[src/rtl/rle_row_decompressor_if.sv]
// Byte-in / pixel-out handshake bundle for rle_row_decompressor.
// slave is the decoder side, master is the FIFO/VGA side.
interface rle_row_decompressor_if #(
    parameter int PixelSize = 16
);
    logic [7:0]           i_byte;
    logic                 i_valid;
    logic                 o_byte_ready;
    logic [PixelSize-1:0] o_pixel;
    logic                 o_valid;
    logic                 i_pixel_ready;
    logic                 o_last;
    logic                 o_error;

    modport slave (
        input  i_byte, i_valid, i_pixel_ready,
        output o_byte_ready, o_pixel, o_valid, o_last, o_error
    );

    modport master (
        output i_byte, i_valid, i_pixel_ready,
        input  o_byte_ready, o_pixel, o_valid, o_last, o_error
    );
endinterface

[src/rtl/rle_row_decompressor.sv]
// Expands a YUV422 row RLE byte stream into {Y,C} pixels.
// Optional sync/phase checking: define RLE_DECOMP_ERRCHK_EN.
module rle_row_decompressor #(
    parameter int RowPixelWidth = 640,
    parameter int PixelSize     = 16
) (
    input logic                   CLK,
    input logic                   RST,
    rle_row_decompressor_if.slave bus
);
    localparam int CW = $clog2(RowPixelWidth);

    typedef enum logic {S_TAG, S_VAL} state_t;

    state_t        r_state;
    logic [7:0]    r_tag;
    logic [7:0]    r_yv, r_uv, r_vv;
    logic [6:0]    r_yc, r_uc, r_vc;
    logic [CW-1:0] r_cnt;
    logic          r_phase;
    logic [15:0]   r_pixel;
    logic          r_valid;
    logic          r_last;

    logic [1:0] w_ch;
    logic [6:0] w_len;
    logic       w_c_ok;
    logic [7:0] w_c_val;
    logic       w_emit;
    logic       w_wrap;
    logic       w_empty;
    logic       w_ready;
    logic       w_load;
    logic       w_err;

    assign w_ch    = r_tag[7:6];
    assign w_len   = {1'b0, r_tag[5:0]} + 7'd1;
    assign w_c_ok  = r_phase ? (r_vc != 7'd0) : (r_uc != 7'd0);
    assign w_c_val = r_phase ? r_vv : r_uv;
    assign w_emit  = (!r_valid || bus.i_pixel_ready)
                     && (r_yc != 7'd0) && w_c_ok;
    assign w_wrap  = (r_cnt == CW'(RowPixelWidth - 1));

    // All runs empty already rules out an emission, so sync needs no emit term.
    always_comb begin
        w_empty = 1'b0;
        unique case (w_ch)
            2'b00: w_empty = (r_yc == 7'd0);
            2'b01: w_empty = (r_uc == 7'd0);
            2'b10: w_empty = (r_vc == 7'd0);
            2'b11: w_empty = (r_yc == 7'd0) && (r_uc == 7'd0)
                             && (r_vc == 7'd0);
        endcase
    end

    assign w_ready = (r_state == S_TAG) || w_empty;
    assign w_load  = (r_state == S_VAL) && bus.i_valid && w_empty;

    always_ff @(posedge CLK) begin
        if (RST) begin
            r_state <= S_TAG;
            r_tag   <= 8'd0;
            r_yv    <= 8'd0;
            r_uv    <= 8'd0;
            r_vv    <= 8'd0;
            r_yc    <= 7'd0;
            r_uc    <= 7'd0;
            r_vc    <= 7'd0;
            r_cnt   <= '0;
            r_phase <= 1'b0;
            r_pixel <= 16'd0;
            r_valid <= 1'b0;
            r_last  <= 1'b0;
        end else begin
            unique case (r_state)
                S_TAG: if (bus.i_valid) begin
                    r_tag   <= bus.i_byte;
                    r_state <= S_VAL;
                end
                S_VAL: if (w_load) r_state <= S_TAG;
            endcase

            if (w_emit) begin
                r_pixel <= {r_yv, w_c_val};
                r_valid <= 1'b1;
                r_last  <= w_wrap;
                r_yc    <= r_yc - 7'd1;
                if (r_phase) r_vc <= r_vc - 7'd1;
                else         r_uc <= r_uc - 7'd1;
                r_phase <= w_wrap ? 1'b0 : ~r_phase;
                r_cnt   <= w_wrap ? '0 : r_cnt + 1'b1;
            end else if (bus.i_pixel_ready) begin
                r_valid <= 1'b0;
                r_last  <= 1'b0;
            end

            // Loads only hit empty runs, so they never collide with a decrement.
            if (w_load) begin
                unique case (w_ch)
                    2'b00: begin r_yv <= bus.i_byte; r_yc <= w_len; end
                    2'b01: begin r_uv <= bus.i_byte; r_uc <= w_len; end
                    2'b10: begin r_vv <= bus.i_byte; r_vc <= w_len; end
                    2'b11: begin r_cnt <= '0; r_phase <= 1'b0; end
                endcase
            end
        end
    end

`ifdef RLE_DECOMP_ERRCHK_EN
    logic r_err;

    always_ff @(posedge CLK) begin
        if (RST) begin
            r_err <= 1'b0;
        end else begin
            r_err <= w_load && (
                       ((w_ch == 2'b11) && (r_cnt != '0)) ||
                       ((w_ch == 2'b01) && r_phase && (r_vc != 7'd0)));
        end
    end

    assign w_err = r_err;
`else
    assign w_err = 1'b0;
`endif

    assign bus.o_byte_ready = w_ready;
    assign bus.o_pixel      = r_pixel[PixelSize-1:0];
    assign bus.o_valid      = r_valid;
    assign bus.o_last       = r_last;
    assign bus.o_error      = w_err;
endmodule

[src/flat_wrapper.sv]
// flat-port wrapper written by rule: the top's interface ports become plain ports
module rle_row_decompressor_flat 
#(
    parameter int RowPixelWidth = 640,
    parameter int PixelSize     = 16
)
  (CLK, RST, bus_i_byte, bus_i_valid, bus_i_pixel_ready, bus_o_byte_ready, bus_o_pixel, bus_o_valid, bus_o_last, bus_o_error);
  rle_row_decompressor_if #(.PixelSize(PixelSize)) bus_i ();
  input logic CLK;
  input logic RST;
  input wire logic [$bits(bus_i.i_byte)-1:0] bus_i_byte;
  input wire logic [$bits(bus_i.i_valid)-1:0] bus_i_valid;
  input wire logic [$bits(bus_i.i_pixel_ready)-1:0] bus_i_pixel_ready;
  output wire logic [$bits(bus_i.o_byte_ready)-1:0] bus_o_byte_ready;
  output wire logic [$bits(bus_i.o_pixel)-1:0] bus_o_pixel;
  output wire logic [$bits(bus_i.o_valid)-1:0] bus_o_valid;
  output wire logic [$bits(bus_i.o_last)-1:0] bus_o_last;
  output wire logic [$bits(bus_i.o_error)-1:0] bus_o_error;
  assign bus_i.i_byte = bus_i_byte;
  assign bus_i.i_valid = bus_i_valid;
  assign bus_i.i_pixel_ready = bus_i_pixel_ready;
  assign bus_o_byte_ready = bus_i.o_byte_ready;
  assign bus_o_pixel = bus_i.o_pixel;
  assign bus_o_valid = bus_i.o_valid;
  assign bus_o_last = bus_i.o_last;
  assign bus_o_error = bus_i.o_error;
  rle_row_decompressor #(.RowPixelWidth(RowPixelWidth), .PixelSize(PixelSize)) u_core (.CLK(CLK), .RST(RST), .bus(bus_i));
endmodule
[config.mk]
export PLATFORM = sky130hd
export DESIGN_NAME = rle_row_decompressor_flat
export DESIGN_NICKNAME = d
export VERILOG_FILES = /design/src/rtl/rle_row_decompressor_if.sv /design/src/rtl/rle_row_decompressor.sv /design/src/flat_wrapper.sv
export SDC_FILE = /design/constraint.sdc
export NUM_CORES = 1
export LEC_CHECK = 0
export CORE_AREA = 2 2 84 102
export DETAILED_ROUTE_END_ITERATION = 6
export DIE_AREA = 0 0 86 104
export DONT_BUFFER_PORTS = 1
export PLACE_DENSITY = 0.62
export SYNTH_ARGS = -nofsm -noshare
export SYNTH_HDL_FRONTEND = slang
export SYNTH_SLANG_ARGS = --single-unit
[constraint.sdc]
create_clock -name CLK -period 3.9 [get_ports CLK]
set_input_delay 0.585 -clock CLK [delete_from_list [all_inputs] [get_ports CLK]]
set_output_delay 0.585 -clock CLK [all_outputs]
set_load 0.02 [all_outputs]
---- Word level (Yosys, flattened, before mapping) ----
Index checks and enable logic that the tools add are counted.
W data, S select, Z words.
word-level totals
  register bits after elaboration ......... 83
  latch bits .............................. 0
  RAM bits ................................ 0
  bits in read-only memories .............. 0
  input bits .............................. 12
  output and inout port bits .............. 20
  logic and storage cells ................. 73
  memories ................................ 0
cells by class
  add/sub/neg operators ................... 5
  multiply operators ...................... 0
  div/mod/pow operators ................... 0
  magnitude comparators ................... 0
  eq/ne operators ......................... 4
  shift-type cells ........................ 0
  muxes and demuxes ....................... 28
  bitwise operators ....................... 2
  reductions and logical operators ........ 21
operators with widths
  operator                 number
  $mux W7                  11
  $mux W10                 4
  $logic_not A7 Y1         3
  $reduce_bool A7 Y1       3
  $sub A7 B1 Y7 const B    3
  $add A10 B1 Y10 const B  1
  $eq A10 B10 Y1 const B   1
  $mux W1                  10
  $mux W8                  1
  $reduce_and A2 Y1        4
  $add A6 B1 Y7 const B    1
  $logic_and A1 B1 Y1      6
  $eq A2 B2 Y1 const B     2
  $pmux W1 S4              1
  $eq A2 B1 Y1 const B     1
  $logic_not A2 Y1         1
  $logic_or A1 B1 Y1       2
  $not A1 Y1               2
  $pmux W1 S2              1
  $reduce_bool A2 Y1       1
  $logic_not A1 Y1         1

---- Longest topological paths before layout ----
Gate-level depths: netlist of the first run.
  depth after elaboration ................. 7
  gate-level depth with buffers ........... 9
  gate-level depth less buffers ........... 7

---- Least setup slack after synthesis of the first run ----
Ideal clock, no wire load.
  path kind ............................... flip-flop to output port
  start ................................... reg u_core.r_vc[3]
  end ..................................... out bus_o_byte_ready
  arrival ................................. 1.571 ns
  required time ........................... 3.315 ns
  slack ................................... 1.744 ns
  cell stages (with the launch flop) ...... 6
  buffers on the path ..................... 0
  cell sequence ........................... dfxtp_1 -> or3_4 -> or3_4 -> a22oi_1 -> o21ai_0 -> nand2_1
on the way
  longest elaborated chain between the ends .. 4
RTL lines
  element                 RTL line                                                source
  start, declared         rle_row_decompressor.sv:18                              logic [6:0] r_yc, r_uc, r_vc;
  start signal, assigned  rle_row_decompressor.sv:88                              if (r_phase) r_vc <= r_vc - 7'd1;
  start signal, assigned  rle_row_decompressor.sv:102                             2'b10: begin r_vv <= bus.i_byte; r_vc <= w_len; end
  $logic_not A7 Y1 *      rle_row_decompressor.sv:50, rle_row_decompressor.sv:52
  $logic_and A1 B1 Y1     rle_row_decompressor.sv:52                              && (r_vc == 7'd0);
  $pmux W1 S4 *           rle_row_decompressor.sv:47                              unique case (w_ch)
  $logic_or A1 B1 Y1 *    rle_row_decompressor.sv:56                              assign w_ready = (r_state == S_TAG) || w_empty;
  end, declared           flat_wrapper.sv:14                                      output wire logic [$bits(bus_i.o_byte_ready)-1:0] bus_o_byte_ready;
Mark *: on every way between the ends. The rest lies on a longest branch, timed or not.

---- Worst setup path after layout of the first run ----
  start ................................... reg u_core.r_yc[0]
  end ..................................... reg u_core.r_yc[5]
on the way
  longest elaborated chain between the ends .. 6
  elaborated cells between the ends (all ways) .. 12
  those cells by class .................... add/sub (1); mux (4); reduce/logical (7)
RTL lines
  element                                                RTL line                     source
  start, declared                                        rle_row_decompressor.sv:18
  start signal, assigned                                 rle_row_decompressor.sv:87   r_yc <= r_yc - 7'd1;
  start signal, assigned                                 rle_row_decompressor.sv:100  2'b00: begin r_yv <= bus.i_byte; r_yc <= w_len; end
  branches (longest 5 deep; another with $sub A7 B1 Y7)  --
  $mux W7 *                                              rle_row_decompressor.sv:98   if (w_load) begin
Mark *: on every way between the ends.
A chain may end at the register's enable or synchronous reset.

==> run metrics, run 1 <==
syn avg cell area=8.48 um2; Synth Instances=459; Clock Tree Buf Depth=2; post-layout net count=465; Worst Min Path Start=RST; PortBufs=0; Sw Ratio=42.1%; period utilization=72.9%; overflow left after global routing=0; status=completed; share of post-route cells with drive strength above 1=7.33%; Slowest-stage cell, CP=and3_1; Clock Skew=0.0112 ns; Setup TNS Final=0 ns; area leader, netlist=dfxtp_1; initial antenna violation count=0; # rows=36; CTS tree=yes; first-pass GRT wire length=15,400 um; commonest cells after routing, fill and taps aside=dfxtp_1 (83), nand2_1 (79), a21oi_1 (50); Placer Congestion=0.809; commonest non-fill, non-tap cell in the layout=dfxtp_1; Reg-to-Reg End=u_core.r_yc[5]; min Tclk post-route=2.84 ns; # diodes=0; Max stage delay on crit path=0.75 ns; Yosys top cell area share=42.7%; WP data required=4.14 ns; area delta synth->final=5.14%; Setup Crit Path Kind=flip-flop to flip-flop; Die Y=104 um; Setup violations, final=0; 1st-iter DRT viols=178; synthesized area=3890 um2; vias in the first global route=3,059; Buf/Inv on CP=1; full die area=8940 um2; Vias per Instance=5.91; via count=3,219; max frequency=0.352 GHz; fin worst setup slack=1.06 ns; worst path cell trace=inv_1, ha_1, nor2b_1, a21oi_2, and3_1, a311oi_1, a2111oi_0; Total GRT Usage=21.6%; Power, Total=2820 uW; hold path depth=1; Residual DRC=0; reg-to-reg startpoint=u_core.r_yc[0]; Synth cell types=55; I/O pin count=32; Worst Setup End Kind=flip-flop; asr flop ratio synth=0%; CP Launch Type=flip-flop; Worst Reg2Reg Path Length in Cells=7; Die X=86 um; CTS Hold Buffers Added=0; P_leak=0.00138 uW; WP data arrival=3.08 ns; H-tree depth=3; core footprint=7970 um2; clock root cell=clkbuf_8; post-CTS setup buffer count=0; #FFs+latches synth=83; CTS Buf Count=9; Min-Delay Endpoint=u_core.r_uv[4]; Max Cap Viol=0; Final Instance Count excl. Fillers=545; Final Max Slew Viols=0; pre-CTS setup slack=1.06 ns; Post-synth EDFFs=0; post-route ant nets=0; Slew headroom=31.4%; worst min-delay path class=primary input to flip-flop; post_cts resized=0; hpwl dp=6470 um; Initial Util=48.8%; Routed met2 length=4400 um; clock network power share=20.4%; CP delay by family, top=compound AO/OA/AOI/OAI gates; Synth Net Count=479; Met3 Wirelength=390 um; Design Area, Final=4090 um2; Clk Latency, worst-skew pair=0.36 ns; Synth warnings=0; Clock transition at path regs=0.09 ns; clk sinks=83; combinational power share=40.4%; Main synth FF type=dfxtp_1; Sequential Power Share=39.2%; Least-Margin Pin Slew=1.03 ns; pwr/cell area=688 nW/um2; sequential area share after synthesis=42.7%; RSZ-0062 raised after global routing=no; sw power=1190 uW; Post-Route WL=9270 um; Post-Route M1 WL=4380 um; final hold vios=0; largest net degree at the start of global routing=75; placed cells=529; worst reg-to-reg setup slack=1.06 ns; top layer in use=met4; placed cell area=3920 um2; DRT Pass-1 Iters=4; synth top area cells=dfxtp_1 (43%), nand2_1 (7.6%), a21oi_1 (6.4%); Routed WL per cell=17.0 um; IR Drop Worst-Case VDD=0.429 mV; CP max FO=23; Int Power=1630 uW
## stage by stage
step	hold slack [ns]	util (%)
after floorplan	0.432	-
after global placement	0.433	49.1
after detailed placement	0.438	49.1
after CTS	0.276	51.3
after global routing	0.271	51.3
final	0.283	51.3
## logic make-up (layout without fill, tap and decap cells)
| kind of cell | Yosys count | count (layout) | share of synthesized area [%] |
|---|---|---|---|
| other cells | 1 | 1 | 0.0963 |
| xor+xnor | 17 | 17 | 3.82 |
| mux | 10 | 10 | 2.70 |
| buf+inv | 37 | 28 | 4.05 |
| flops | 83 | 83 | 42.7 |
| compound gates | 101 | 101 | 17.0 |
| fa+ha+maj | 8 | 8 | 2.57 |
| simple gates | 202 | 202 | 27.1 |
## power by group through the flow
stage / Combinational, uW / Clock [uW] / Sequential, uW
final: 1140 / 573 / 1100
after global routing: 1260 / 629 / 1120
after CTS: 1140 / 586 / 1100
after detailed placement: 1130 / 0 / 1120
after floorplan: 961 / 0 / 1080
after global placement: 1110 / 0 / 1120
## layer usage
layer  vias up  GRT usage, %
li1       1608             -
met1      1546          30.0
met2        56          33.9
met3         9          4.92
met4         0          5.10
met5         -             0
## synth_stat cells (all sizes together) (2+ instances only)
cell type,instances
o2111ai,2
o21ai,5
nor2b,5
a21boi,8
nor3b,2
nor2,33
and4,7
mux2i,9
nand2b,4
nand4,17
nor3,9
a211oi,10
xnor2,5
or4,2
a2111oi,3
nand3,10
inv,9
o2bb2ai,9
ha,8
dfxtp,83
a31oi,3
or3,8
xor2,12
nand2,80
clkbuf,17
and2,3
a21oi,51
nor4,7
a311oi,4
buf,11
nand3b,4
and3,7
## layout make-up
type	instances	area [um2]
fill	792	3880
multi-input combinational	339	2080
timing repair buffer	3	22.5
sequential	83	1660
tap	95	119
clock buffer	10	128
clock inverter	6	48.8
inverter	9	33.8
## worst max path at each step
| stage | start | cells past startpoint | slack [ns] | to |
|---|---|---|---|---|
| 2_1_floorplan | u_core.r_vc[3] | 5 | 1.74 | bus_o_byte_ready |
| 3_3_place_gp | u_core.r_yc[0] | 7 | 1.15 | u_core.r_yc[5] |
| 3_5_place_dp | u_core.r_yc[0] | 7 | 1.06 | u_core.r_yc[5] |
| 4_1_cts | u_core.r_yc[0] | 7 | 1.05 | u_core.r_yc[5] |
| 5_1_grt | u_core.r_yc[0] | 7 | 0.81 | u_core.r_yc[5] |
| 6_report | u_core.r_yc[0] | 7 | 1.06 | u_core.r_yc[5] |
## sequential cells by signal (all words and copies together), names as in the netlist
register	count
u_core.r_tag	8
u_core.bus.o_last	1
u_core.r_yv	8
u_core.r_state	1
u_core.r_cnt	10
u_core.r_vv	8
u_core.r_phase	1
u_core.r_uv	8
u_core.r_vc	7
u_core.bus.o_pixel	16
u_core.r_yc	7
u_core.r_uc	7
u_core.bus.o_valid	1
No activity file was read; power rests on OpenSTA's default activity.
==> inputs of run 2 (changes only) <==
Settings changed: PLACE_DENSITY 0.62 to 0.64.
Clock period 3.9 ns to 2.4 ns, I/O delays scaled along.
==> run 2 against run 1 <==
  * First-iteration DRC count decreased by 3.4%
  * Non-clock buffer count rose by 17
  * Highest routed layer unchanged
  * Core utilization is 2.0 points higher
  * Register-to-register slack worse by 0.82 ns
  * Largest power group unchanged
  * Critical endpoint is now bus_o_byte_ready
  * Final cell count is 3.1% higher
  * Setup slack got worse by 0.96 ns
  * Critical path type is now flip-flop to output pin
==> run metrics, run 2 (synthesized netlist as in run 1, its figures left out) <==
status=completed; fin worst setup slack=0.0970 ns; 1st-iter DRT viols=172; RSZ-0062 raised after global routing=no; Initial Util=48.8%; via count=3,331; overflow left after global routing=0; # fillers=764; first-pass GRT wire length=15,600 um; Slew headroom=59.4%; max frequency=0.434 GHz; CTS Hold Buffers Added=0; WP data required=2.04 ns; post-CTS setup buffer count=0; I/O pin count=32; Residual DRC=0; # diodes=0; Clk Latency, worst-skew pair=0.37 ns; initial antenna violation count=0; hpwl dp=6800 um; post-route ant nets=0; commonest non-fill, non-tap cell in the layout=dfxtp_1; P_leak=0.00148 uW; Die X=86 um; DRT Pass-1 Iters=4; CTS Buf Count=9; Final Max Slew Viols=0; Total GRT Usage=22.3%; Setup Crit Path Kind=flip-flop to output pin; worst min-delay path class=primary input to flip-flop; Least-Margin Pin Slew=0.607 ns; WP data arrival=1.94 ns; Clock Skew=0.0130 ns; pwr/cell area=1160 nW/um2; Setup TNS Final=0 ns; period utilization=96.0%; min Tclk post-route=2.30 ns; core footprint=7970 um2; vias in the first global route=3,176; PortBufs=0; Setup violations, final=0; Vias per Instance=5.93; Max Cap Viol=0; Clock Tree Buf Depth=2; Die Y=104 um; CP max FO=5; share of post-route cells with drive strength above 1=12.6%; IR Drop Worst-Case VDD=0.520 mV; CP Launch Type=flip-flop; CTS tree=yes; Clock transition at path regs=0.09 ns; commonest cells after routing, fill and taps aside=dfxtp_1 (80), nand2_1 (77), a21oi_1 (49); pre-CTS setup slack=0.266 ns; full die area=8940 um2; area delta synth->final=9.32%; Design Area, Final=4260 um2; H-tree depth=3; number of flip-flops in the largest register=16; Routed WL per cell=17.1 um; Post-Route WL=9630 um; largest net degree at the start of global routing=75; clk sinks=83; Placer Congestion=0.917; Final Util=53.4%; # rows=36; placed cell area=4050 um2; final hold vios=0; Worst Setup End Kind=output pin; clock root cell=clkbuf_8; post-layout net count=482
run 2: cell types whose count changed in the layout (fill, tap and decap cells not counted), sizes merged:
| cell | delta |
|---|---|
| clkinvlp | -1 |
| clkinv | +2 |
| inv | -1 |
| buf | +17 |
run 2: cell type report:
class                   instances  area [um2]  share of cell area, %
multi-input cells             339        2100                   49.4
well taps                      95         119                   2.79
repair buffers                 20         150                   3.53
clock buffers                  10         138                   3.23
flip-flops and latches         83        1670                   39.1
inverters                       9        33.8                  0.794
clock inverters                 6        47.5                   1.12
run 2: routing by layer:
metal  wire [um]  GRT usage [%]
met5           0              0
met4         231           10.2
met3         386           4.21
met2        4780           36.3
met1        4240           28.1
run 2: through the flow:
stage / hold WS, ns / std cells / power, uW
2_1_floorplan: 0.432 / 459 / 3310
3_3_place_gp: 0.432 / 546 / 3900
3_5_place_dp: 0.432 / 546 / 3950
4_1_cts: 0.0409 / 562 / 4930
5_1_grt: 0.0379 / 562 / 5270
6_report: 0.0644 / 562 / 4950
run 2: path summary, 6_finish.rpt:
path / from / slack [ns] / end / cells past startpoint
worst min-delay path: RST / 0.06 / u_core.r_vc[1] / 1
worst max-delay path: u_core.r_vc[3] / 0.1 / bus_o_byte_ready / 5
worst min register to register: u_core.r_yv[7] / 0.46 / u_core.bus.o_pixel[15] / 2
worst max register to register: u_core.r_yc[0] / 0.24 / u_core.r_uc[5] / 7
run 2: worst max-delay path: stages (launching register included):
cell and delay [ns]:
dfxtp_2 0.35, or3_4 0.42, or3_4 0.38, a22oi_1 0.18, o21ai_1 0.12, nand2_2 0.13
run 2: report_power, final:
part | leakage (uW) | internal [uW] | switching [uW]
combinational | 0.000716 | 928 | 1290
sequential | 0.000676 | 1560 | 216
clock | 0.0000933 | 413 | 544
run 2: repair_timing:
| item | CTS | global route |
|---|---|---|
| setup endpoints to repair | 1 | 2 |
| pin swaps | 1 | 1 |
| gates resized for setup | 2 | 8 |
| cloned | 0 | 0 |
==> inputs of run 3 (changes only) <==
Settings changed: CORE_AREA 2 2 84 102 to 4 4 86 104, DIE_AREA 0 0 86 104 to 0 0 90 108.
==> run 3 against run 2 <==
  * Setup slack lost 0.042 ns
  * Power grew 4.2%
  * Sequential share of layout area is 0.45 points lower
  * Final cell count is 0.18% lower
  * Final area grew 1.0%
  * Flip-flop and latch count did not move
  * Wire length up 1.2%
  * Register-to-register slack lost 0.04 ns
  * Critical endpoint unchanged
  * Highest routed layer unchanged
==> run metrics, run 3 (synthesized netlist as in run 1, its figures left out) <==
status=completed; overflow left after global routing=0; # fillers=757; Routed WL per cell=17.4 um; clock root cell=clkbuf_8; I/O pin count=32; Placer Congestion=0.878; # diodes=0; via count=3,334; pwr/cell area=1200 nW/um2; final hold vios=0; post-layout net count=481; Max Cap Viol=0; Slew headroom=61.1%; area delta synth->final=10.4%; Clk Latency, worst-skew pair=0.36 ns; Setup TNS Final=0 ns; area of the multi-input gates=2110 um2; Reg area=1660 um2; core footprint=7970 um2; pre-CTS setup slack=0.140 ns; CP max FO=5; worst min-delay path class=primary input to flip-flop; CP Launch Type=flip-flop; worst setup path startpoint=u_core.r_vc[3]; DRT Pass-1 Iters=4; commonest cells after routing, fill and taps aside=dfxtp_1 (82), nand2_1 (78), a21oi_1 (50); share of post-route cells with drive strength above 1=12.0%; CTS Buf Count=9; # rows=36; Die X=90 um; reg-to-reg startpoint=u_core.r_yc[0]; hold path depth=1; RSZ-0062 raised after global routing=no; Setup Crit Path Kind=flip-flop to output pin; WP data arrival=1.98 ns; Worst Min Path Start=RST; full die area=9720 um2; Slowest-stage cell, CP=or3_4; cell mode on critical path=or3_4; PortBufs=0; Final Max Slew Viols=0; Least-Margin Pin Slew=0.581 ns; number of flip-flops in the largest register=16; Final Util=53.9%; Die Y=108 um; post-route ant nets=0; IR Drop Worst-Case VDD=0.477 mV; 1st-iter DRT viols=217; initial antenna violation count=0; first-pass GRT wire length=16,000 um; vias in the first global route=3,209; Max stage delay on crit path=0.43 ns; P_leak=0.00150 uW; max frequency=0.426 GHz; Residual DRC=0; commonest non-fill, non-tap cell in the layout=dfxtp_1; Vias per Instance=5.94; fin worst setup slack=0.0553 ns; Worst Reg2Reg Path Length in Cells=8; period utilization=97.7%; min Tclk post-route=2.34 ns; Clock transition at path regs=0.09 ns; largest net degree at the start of global routing=75; clk sinks=83; Post-Route WL=9750 um; H-tree depth=3; Setup violations, final=0; Clock Skew=0.00769 ns; Worst Setup End Kind=output pin; Initial Util=48.8%; Power, Total=5160 uW; WP data required=2.04 ns; Total GRT Usage=20.8%; hpwl dp=6810 um; Clock Tree Buf Depth=2; post-CTS setup buffer count=0; worst path cell trace=or3_4, or3_4, a22oi_2, o21ai_2, nand2_2; CTS tree=yes
-- run 3: per-layer routing --
metal  up-vias  routed length (um)  track usage (%)
met4         0                 231             8.97
met5         -                   0                0
met2        61                4800             35.0
met1      1600                4260             25.7
li1       1651                   -                -
met3        22                 457             4.94
-- run 3: worst paths after layout --
kind                      end  slack, ns
max reg2reg    u_core.r_uc[5]       0.20
min reg2reg    u_core.r_uv[2]       0.45
max          bus_o_byte_ready       0.06
min            u_core.r_vc[1]       0.05
-- run 3: final cells by class --
| cell class | count | share of cell area, % |
|---|---|---|
| inverter | 9 | 0.786 |
| sequential | 83 | 38.7 |
| multi-input combinational | 339 | 49.0 |
| tap | 95 | 2.76 |
| timing repair buffer | 19 | 3.32 |
| clock inverter | 6 | 2.24 |
| clock buffer | 10 | 3.20 |
-- run 3: timing repair --
action / in CTS / in global routing
resized for setup: 2 / 6
setup endpoints to repair: 1 / 17
gates cloned: 0 / 0
hold buffers: 0 / 0
pin swaps: 1 / 1
-- run 3: worst max-delay path: cells and delay by family, from the launching register on --
| kind | cells | cell delay (ns) |
|---|---|---|
| AND/OR/NAND/NOR | 3 | 0.98 |
| flip-flops | 1 | 0.35 |
| AO/OA/AOI/OAI | 2 | 0.29 |
-- run 3: power by group --
part | switching (uW) | internal (uW)
Sequential | 226 | 1560
Clock | 552 | 627
Combinational | 1280 | 917
-- run 3: through the flow --
stage,hold WS (ns),area [um2],cells
final,0.0540,4300,561
after global routing,0.0458,4300,561
after CTS,0.0386,4270,561
after detailed placement,0.435,4040,545
after global placement,0.432,4040,545
after floorplan,0.432,3890,459
